File: config.mk
export PLATFORM = sky130hd
export DESIGN_NAME = puf_measure_ctrl
export DESIGN_NICKNAME = d
export VERILOG_FILES = /design/src/rtl/puf_ctrl_pkg.sv /design/src/rtl/puf_window_timer.sv /design/src/rtl/puf_measure_ctrl.sv
export SDC_FILE = /design/constraint.sdc
export NUM_CORES = 1
export LEC_CHECK = 0
export ABC_AREA = 0
export CORE_UTILIZATION = 25
export DETAILED_ROUTE_END_ITERATION = 12
export PLACE_DENSITY = 0.42
export SKIP_CTS_REPAIR_TIMING = 1
export SLEW_MARGIN = 20
export SYNTH_ARGS = -nofsm -noshare
export SYNTH_HDL_FRONTEND = slang
export SYNTH_HIERARCHICAL = 1
export SYNTH_SLANG_ARGS = --single-unit
File: constraint.sdc
create_clock -name clk -period 6 [get_ports clk]
set_input_delay 0.9 -clock clk [delete_from_list [all_inputs] [get_ports clk]]
set_output_delay 0.9 -clock clk [all_outputs]
set_load 0.005 [all_outputs]
File: src/rtl/puf_ctrl_pkg.sv
// puf_ctrl_pkg: shared types and constants for the ring-oscillator PUF
// measurement sequencer.
//   state_t  - sequencer states (exposed on the controller's state_dbg port)
//   CW       - default edge-counter width
//   CLR_CYC  - cycles the counter clear is held before each window
//   max3     - helper used to size the phase timer
package puf_ctrl_pkg;

    localparam int CW      = 16;
    localparam int CLR_CYC = 2;

    typedef enum logic [2:0] {
        S_IDLE    = 3'd0,
        S_CLEAR   = 3'd1,
        S_RUN     = 3'd2,
        S_SETTLE  = 3'd3,
        S_COMPARE = 3'd4,
        S_DONE    = 3'd5
    } state_t;

    function automatic int max3(input int a, input int b, input int c);
        int m;
        m = (a > b) ? a : b;
        return (m > c) ? m : c;
    endfunction

endpackage

File: src/rtl/puf_window_timer.sv
// puf_window_timer: loadable down-counter shared by the CLEAR, RUN and
// SETTLE phases.
//   clk, rst_n - clock, asynchronous active-low reset
//   load       - start a new interval of (load_val + 1) cycles
//   load_val   - interval length minus one
//   done       - single-cycle pulse in the last cycle of the interval
module puf_window_timer #(
    parameter int TW = 4
) (
    input  logic          clk,
    input  logic          rst_n,
    input  logic          load,
    input  logic [TW-1:0] load_val,
    output logic          done
);

    logic [TW-1:0] cnt;
    logic          active;

    always_ff @(posedge clk or negedge rst_n) begin
        if (!rst_n) begin
            cnt    <= '0;
            active <= 1'b0;
        end else if (load) begin
            cnt    <= load_val;
            active <= 1'b1;
        end else if (active) begin
            if (cnt == '0) begin
                active <= 1'b0;
            end else begin
                cnt <= cnt - 1'b1;
            end
        end
    end

    // Only pulses while an interval is live, so a stale zero count in
    // IDLE never looks like a phase end.
    assign done = active && (cnt == '0);

endmodule

File: src/rtl/puf_measure_ctrl.sv
// puf_measure_ctrl: sequencer for the ring-oscillator PUF measurement path.
// For each of RESP_BITS oscillator pairs it clears the counters, runs the
// oscillators for WINDOW cycles, waits SETTLE cycles, compares the counts
// and shifts one response bit into resp_data.
//   req_valid/req_ready/req_chal     - challenge handshake
//   abort                            - synchronous cancel of a measurement
//   osc_en, cnt_clr, sel_a, sel_b    - oscillator bank / counter controls
//   count_a, count_b                 - chain counts, quasi-static after SETTLE
//   resp_valid/resp_ready/resp_data/resp_weak - response handshake
//   busy                             - not idle
//   state_dbg                        - current sequencer state (state_t)
//
// Handshakes: a transfer happens on a rising clk edge where valid and ready
// are both high. req_ready is high only in IDLE; once resp_valid rises,
// resp_data and resp_weak hold until the transfer completes.
module puf_measure_ctrl #(
    parameter int RESP_BITS = 8,
    parameter int WINDOW    = 1024,
    parameter int SETTLE    = 4,
    parameter int MARGIN    = 8,
    parameter int CW        = puf_ctrl_pkg::CW
) (
    input  logic                 clk,
    input  logic                 rst_n,
    input  logic                 req_valid,
    output logic                 req_ready,
    input  logic [7:0]           req_chal,
    input  logic                 abort,
    output logic                 osc_en,
    output logic                 cnt_clr,
    output logic [3:0]           sel_a,
    output logic [3:0]           sel_b,
    input  logic [CW-1:0]        count_a,
    input  logic [CW-1:0]        count_b,
    output logic                 resp_valid,
    input  logic                 resp_ready,
    output logic [RESP_BITS-1:0] resp_data,
    output logic                 resp_weak,
    output logic                 busy,
    output logic [2:0]           state_dbg
);

    import puf_ctrl_pkg::*;

    localparam int TW = $clog2(max3(WINDOW, SETTLE, 2));
    localparam int IW = (RESP_BITS > 1) ? $clog2(RESP_BITS) : 1;
    localparam logic [CW:0] MARGIN_W = (CW + 1)'(MARGIN);

    state_t        state, state_next;
    logic [IW-1:0] bit_idx;
    logic          t_load;
    logic [TW-1:0] t_val;
    logic          t_done;
    logic          abort_hit;
    logic          last_bit;
    logic          a_gt_b;
    logic [CW:0]   diff;
    logic          is_weak;

    puf_window_timer #(.TW(TW)) u_timer (
        .clk      (clk),
        .rst_n    (rst_n),
        .load     (t_load),
        .load_val (t_val),
        .done     (t_done)
    );

    // Absolute difference at CW+1 bits so extreme counts cannot wrap.
    always_comb begin
        a_gt_b  = (count_a > count_b);
        diff    = a_gt_b ? ({1'b0, count_a} - {1'b0, count_b})
                         : ({1'b0, count_b} - {1'b0, count_a});
        is_weak = (diff < MARGIN_W);
    end

    assign last_bit = (bit_idx == IW'(RESP_BITS - 1));

    always_comb begin
        state_next = state;
        t_load     = 1'b0;
        t_val      = '0;
        abort_hit  = 1'b0;
        case (state)
            S_IDLE: begin
                if (req_valid) begin
                    state_next = S_CLEAR;
                    t_load     = 1'b1;
                    t_val      = TW'(CLR_CYC - 1);
                end
            end
            S_CLEAR: begin
                if (t_done) begin
                    state_next = S_RUN;
                    t_load     = 1'b1;
                    t_val      = TW'(WINDOW - 1);
                end
            end
            S_RUN: begin
                if (t_done) begin
                    state_next = S_SETTLE;
                    t_load     = 1'b1;
                    t_val      = TW'(SETTLE - 1);
                end
            end
            S_SETTLE: begin
                if (t_done) begin
                    state_next = S_COMPARE;
                end
            end
            S_COMPARE: begin
                if (last_bit) begin
                    state_next = S_DONE;
                end else begin
                    state_next = S_CLEAR;
                    t_load     = 1'b1;
                    t_val      = TW'(CLR_CYC - 1);
                end
            end
            S_DONE: begin
                if (resp_ready) begin
                    state_next = S_IDLE;
                end
            end
            default: state_next = S_IDLE;
        endcase
        // Abort only cancels an in-flight measurement; a finished response
        // and an idle controller are left alone.
        if (abort && (state != S_IDLE) && (state != S_DONE)) begin
            abort_hit  = 1'b1;
            state_next = S_IDLE;
            t_load     = 1'b0;
        end
    end

    // Outputs are registered from the next state so they change on the
    // same edge as the state itself.
    always_ff @(posedge clk or negedge rst_n) begin
        if (!rst_n) begin
            state      <= S_IDLE;
            req_ready  <= 1'b1;
            busy       <= 1'b0;
            osc_en     <= 1'b0;
            cnt_clr    <= 1'b0;
            resp_valid <= 1'b0;
            sel_a      <= '0;
            sel_b      <= '0;
            bit_idx    <= '0;
            resp_data  <= '0;
            resp_weak  <= 1'b0;
        end else begin
            state      <= state_next;
            req_ready  <= (state_next == S_IDLE);
            busy       <= (state_next != S_IDLE);
            osc_en     <= (state_next == S_RUN);
            cnt_clr    <= (state_next == S_CLEAR);
            resp_valid <= (state_next == S_DONE);
            if ((state == S_IDLE) && req_valid) begin
                sel_a     <= req_chal[3:0];
                sel_b     <= req_chal[7:4];
                bit_idx   <= '0;
                resp_data <= '0;
                resp_weak <= 1'b0;
            end else if (abort_hit) begin
                resp_data <= '0;
                resp_weak <= 1'b0;
            end else if (state == S_COMPARE) begin
                resp_data[bit_idx] <= a_gt_b;
                resp_weak          <= resp_weak | is_weak;
                // Selects step by one per bit and wrap mod 16 naturally.
                if (!last_bit) begin
                    bit_idx <= bit_idx + 1'b1;
                    sel_a   <= sel_a + 4'd1;
                    sel_b   <= sel_b + 4'd1;
                end
            end
        end
    end

    assign state_dbg = state;

endmodule

After elaboration in Yosys (flattened, before gate mapping)
Index checks and enable logic that the tools add are counted.
W data, S select, Z words.
{"block": "totals", "reg_bits": 39, "latch_bits": 0, "ramBits": 0, "romBits": 0, "input_bits": 45, "output_inout_bits": 25, "wordCells": 100, "memories": 0}
{"block": "op_classes", "n_addsub": 6, "mul": 0, "n_div": 0, "magnitude_cmp": 4, "eq_ne": 13, "shifts": 0, "muxes": 47, "bitwise": 1, "n_reduce_logical": 16}
{"operator": "$mux W10", "n": 4}
{"operator": "$pmux W10 S4", "n": 1}
{"operator": "$sub A16 B16 Y17", "n": 2}
{"operator": "$mux W3", "n": 11}
{"operator": "$mux W4", "n": 8}
{"operator": "$mux W8", "n": 3}
{"operator": "$pmux W3 S6", "n": 1}
{"operator": "$lt A17 B4 Y1 const B", "n": 1}
{"operator": "$mux W17", "n": 1}
{"operator": "$gt A16 B16 Y1", "n": 1}
{"operator": "$mux W1", "n": 14}
{"operator": "$eq A3 B3 Y1 const B", "n": 4}
{"operator": "$logic_not A10 Y1", "n": 1}
{"operator": "$sub A10 B1 Y10 const B", "n": 1}
{"operator": "$eq A3 B2 Y1 const B", "n": 3}
{"operator": "$reduce_bool A3 Y1", "n": 3}
{"operator": "$add A4 B1 Y4 const B", "n": 2}
{"operator": "$bwmux W8", "n": 1}
{"operator": "$eq A3 B1 Y1 const B", "n": 2}
{"operator": "$logic_not A3 Y1", "n": 2}
{"operator": "$logic_and A1 B1 Y1", "n": 5}
{"operator": "$lt A3 B4 Y1 const B", "n": 1}
{"operator": "$ne A2 B1 Y1 const B", "n": 2}
{"operator": "$reduce_bool A2 Y1", "n": 2}
{"operator": "other kinds (11)", "n": 11}

Longest topological paths before layout
{"block": "depth", "depth_word": 8, "ltp_mapped": 12}

Cells and area by module
Netlist, hierarchy kept.
{"module": "puf_measure_ctrl", "n_inst": 1, "cells_per_inst": 398, "area_per_inst_um2": 3108.0, "seq_area_each_um2": 701.9}
{"module": "puf_window_timer", "n_inst": 1, "cells_per_inst": 71, "area_per_inst_um2": 674.4, "seq_area_each_um2": 275.3}

Least setup slack after synthesis
No wires, ideal clock.
{"block": "synth_timing", "kind": "input to register", "from": "in count_a[4]", "to": "reg resp_weak", "setup_time_ns": 0.101, "arrival_time_ns": 2.992, "t_required_ns": 5.899, "setup_slack_ns": 2.907, "path_stages": 11, "path_buffers": 1, "path_cell_list": "inv_1 > ha_1 > buf_4 > and2_1 > a2111o_1 > o21ai_1 > mux2i_1 > o2111ai_1 > o31ai_1 > o22ai_1 > o32ai_1"}
{"block": "synth_between", "elab_chain_cells": 7, "word_cells_on_any_way": 9, "cone_classes": "2 x add/sub; 2 x order compare; 4 x mux; 1 x bitwise"}
{"element": "from (decl)", "line_no": "puf_measure_ctrl.sv:33", "source": "input logic [CW-1:0] count_a,"}
{"element": "$sub A16 B16 Y17 (tied with other cells)", "line_no": "puf_measure_ctrl.sv:72", "source": ": ({1'b0, count_b} - {1'b0, count_a});"}
{"element": "$mux W17 *", "line_no": "puf_measure_ctrl.sv:71", "source": "diff = a_gt_b ? ({1'b0, count_a} - {1'b0, count_b})"}
{"element": "$lt A17 B4 Y1 *", "line_no": "puf_measure_ctrl.sv:73", "source": "is_weak = (diff < MARGIN_W);"}
{"element": "$or A1 B1 Y1 *", "line_no": "puf_measure_ctrl.sv:168", "source": "resp_weak <= resp_weak | is_weak;"}
{"element": "$mux W1 *", "line_no": "puf_measure_ctrl.sv:166", "source": "end else if (state == S_COMPARE) begin"}
{"element": "$mux W1 *", "line_no": "puf_measure_ctrl.sv:163", "source": "end else if (abort_hit) begin"}
{"element": "$mux W1 *", "line_no": "puf_measure_ctrl.sv:157", "source": "if ((state == S_IDLE) && req_valid) begin"}
{"element": "to (signal assigned)", "line_no": "puf_measure_ctrl.sv:168"}
{"element": "to (decl)", "line_no": "puf_measure_ctrl.sv:38", "source": "output logic resp_weak,"}
Mark *: on every way between the ends. The rest lies on a longest branch, timed or not. The select of a mux whose other input is x is not followed.
A chain may end at the register's enable or synchronous reset.

Worst setup path in the final report
Same ends and word-level chain as after synthesis.

==> summary.md <==
| Metric | Value |
|---|---|
| Outcome | complete, but fails checks |
| Failing checks | DRC |
| Utilization after layout | 32.4% |
| TritonCTS buffer count | 5 |
| Area occupied by multi-input gates | 2520 µm² |
| Root Buffer | clkbuf_16 |
| Vias per cell | 5.12 |
| Post-Syn Nets | 551 |
| Final nets | 609 |
| Most common cell in the netlist | inv_1 |
| Antenna Nets Post-Route | 0 |
| H-tree depth | 2 |
| CP required | 6180 ps |
| Drt pass-1 iters | 9 |
| Worst Max-Slew Pin Slew | 1010 ps |
| Post-synthesis sequential area ratio | 25.8% |
| Max FO, Critical Path | 13 |
| Final setup viols | 0 |
| Syn Inst Count | 469 |
| Hold/Removal Path Class | flip-flop to flip-flop |
| Crit Path Category | input pin to flip-flop |
| DRC viols | 2 |
| Seq. cell area | 977 µm² |
| WL met3 | 332 µm |
| IO buf count | 69 |
| Critical Path Sink Type | flip-flop |
| First-pass GRT wire length | 17,800 µm |
| Unique masters post-synth | 70 |
| Maximum clock frequency | 0.261 GHz |
| Routed wl met2 | 4740 µm |
| CTS max path bufs | 2 |
| Main synth FF type | dfrtp_1 |
| Synth area leaders | dfrtp_1 25%, ha_1 12%, a21oi_1 5.2% |
| Post-DP HPWL | 8210 µm |
| Final Cycle Share | 63.8% |
| Pin count of the biggest net entering global routing | 40 |
| Antenna cell count | 0 |
| Min Tclk post-route | 3830 ps |
| GRT Overall Usage | 13.9% |
| Share of post-route cells with drive strength above 1 | 4.36% |
| Die area | 15,600 µm² |
| RSZ-0062 raised after global routing | false |
| Ys async rst share | 100% |
| RD Place Congestion | 0.792 |
| DIE WIDTH | 125 µm |
| Area share of the largest cell type after synthesis | 25.1% |
| Mapped cell area | 3780 µm² |
| Filler cells | 1,547 |
| CP arrival | 4010 ps |
| Commonest cells in the synthesized netlist | 47 x inv_1, 39 x a21oi_1, 38 x dfrtp_1, 37 x ha_1 |
| Initial antenna violation count | 0 |
| Clock Skews | 7.59 ps |
| Sum Neg Setup Slack | 0 ps |
| #FFs+latches synth | 39 |
| Clock insertion delay at the later pin of the skew report | 280 ps |
| IR drop worst, VDD | 0.130 mV |
| Area delta synth->final | 25.6% |
| Row Count | 44 |
| Final Hold Violating Endpoints | 0 |
| Initial Util | 25.8% |
| Yosys warning count | 6 |
| Average wire per standard cell | 14.8 µm |
| Vias in the first global route | 3,511 |
| Grt total ovfl | 0 |
| Slew headroom | 32.1% |
| Post-synth EDFFs | 0 |
| Slew Limit Fails | 0 |
| Startpoint type of the worst setup path | input pin |
| Clk pin slew, worst setup/hold paths | 60 ps |
| Max Cap Violations | 0 |
| Yosys top cell by area | dfrtp_1 |
| Final wirelength | 10,500 µm |
| Metal1 wirelength | 5400 µm |
| Pwr dens | 293 nW/µm² |
| Lkg Pwr | 2.08 nW |
| Drt first-iter violations | 260 |
| CTS tree | built |
| Boundary pin count | 70 |
| Core area | 14,600 µm² |
| Hold Slack | 535 ps |
| Highest routed layer | met4 |
| Via count | 3,644 |
| Synth Area per Inst | 8.06 µm² |
| Num Clock Sinks | 39 |
| Die Y-Extent | 125 µm |
worst max-delay path, stage by stage:
cell             delay (ps)
clkdlybuf4s50_1         480
inv_1                    50
ha_1                    460
nand2_1                 130
a211oi_2                350
o21ai_1                 190
o311ai_1                350
nand2_1                 320
nor4_1                  360
o22ai_1                 140
o32ai_1                 270
through the flow:
step                      setup slack (ps)  std cells  total power [mW]  instance area (µm²)
final                                 2170        712              1.39                 4750
after global routing                  1890        712              1.51                 4750
after CTS                             2230        712              1.41                 4750
after detailed placement              1910        704              1.13                 4600
after global placement                2060        704              1.13                 4600
after floorplan                       2910        469             0.893                 3780
flip-flops by register name (all words and copies together), names as in the netlist:
name	cells
state_dbg	3
resp_data	8
req_ready	1
bit_idx	3
busy	1
cnt_clr	1
resp_weak	1
resp_valid	1
u_timer/cnt	10
sel_b	4
sel_a	4
u_timer/active	1
osc_en	1
final cells by class:
class / count / area share, %
Multi-Input combinational cell: 363 / 53.0
Tap cell: 184 / 4.85
Clock inverter: 1 / 0.105
Sequential cell: 39 / 20.6
Clock buffer: 7 / 3.00
Timing Repair Buffer: 71 / 14.7
Inverter: 47 / 3.71
cell families (layout without fill, tap and decap cells):
logic type	Yosys count	after routing	share of synthesized area, %
AO/OA/AOI/OAI	151	151	26.6
XOR/XNOR	16	16	3.70
flip-flops	39	39	25.8
AND/OR/NAND/NOR	147	147	20.8
buffers and inverters	67	126	7.58
multiplexers	12	12	3.24
adder cells (fa/ha/maj)	37	37	12.2
metal layers:
layer | vias up | global-route usage, %
met5 | - | 0
met4 | 0 | 2.22
met3 | 10 | 1.80
met2 | 72 | 22.8
met1 | 1740 | 19.6
li1 | 1822 | -
cell usage in the layout, fill, tap and decap left out, types with 6 or more instances in the layout:
master           Yosys  layout
or3_1                9       9
o21ai_0             31      31
nor3_1              20      20
inv_1               47      47
and2_1               6       6
a21oi_1             39      39
nand3_1             13      13
nor2_1              31      31
a21o_1              10      10
o21ai_1              7       7
clkdlybuf4s50_1      0      68
mux2i_1             10      10
ha_1                37      37
nand2b_1             9       9
dfrtp_1             38      38
nand2_1             28      28
a221o_1              6       6
xor2_1              10      10
xnor2_1              6       6
final timing paths:
path	start	end	slack, ps	depth (start not counted)
worst max-delay path	count_a[4]	resp_weak$_DFFE_PN0P_	2170	11
worst min-delay path	resp_data[6]$_DFFE_PN0P_	resp_data[6]$_DFFE_PN0P_	540	2
worst max register to register	u_timer/cnt[5]$_DFFE_PN0P_	u_timer/cnt[9]$_DFFE_PN0P_	2750	8
worst min register to register	resp_data[6]$_DFFE_PN0P_	resp_data[6]$_DFFE_PN0P_	540	2
max in group asynchronous	rst_n	u_timer/cnt[3]$_DFFE_PN0P_	4680	1
min in group asynchronous	rst_n	sel_b[3]$_DFFE_PN0P_	760	1
report_power, final:
group          internal (mW)  switching, mW  total, mW
sequential             0.341         0.0857      0.427
clock                  0.165          0.101      0.266
combinational          0.327          0.372      0.698
Note: power is estimated with default switching activity, not from simulation.
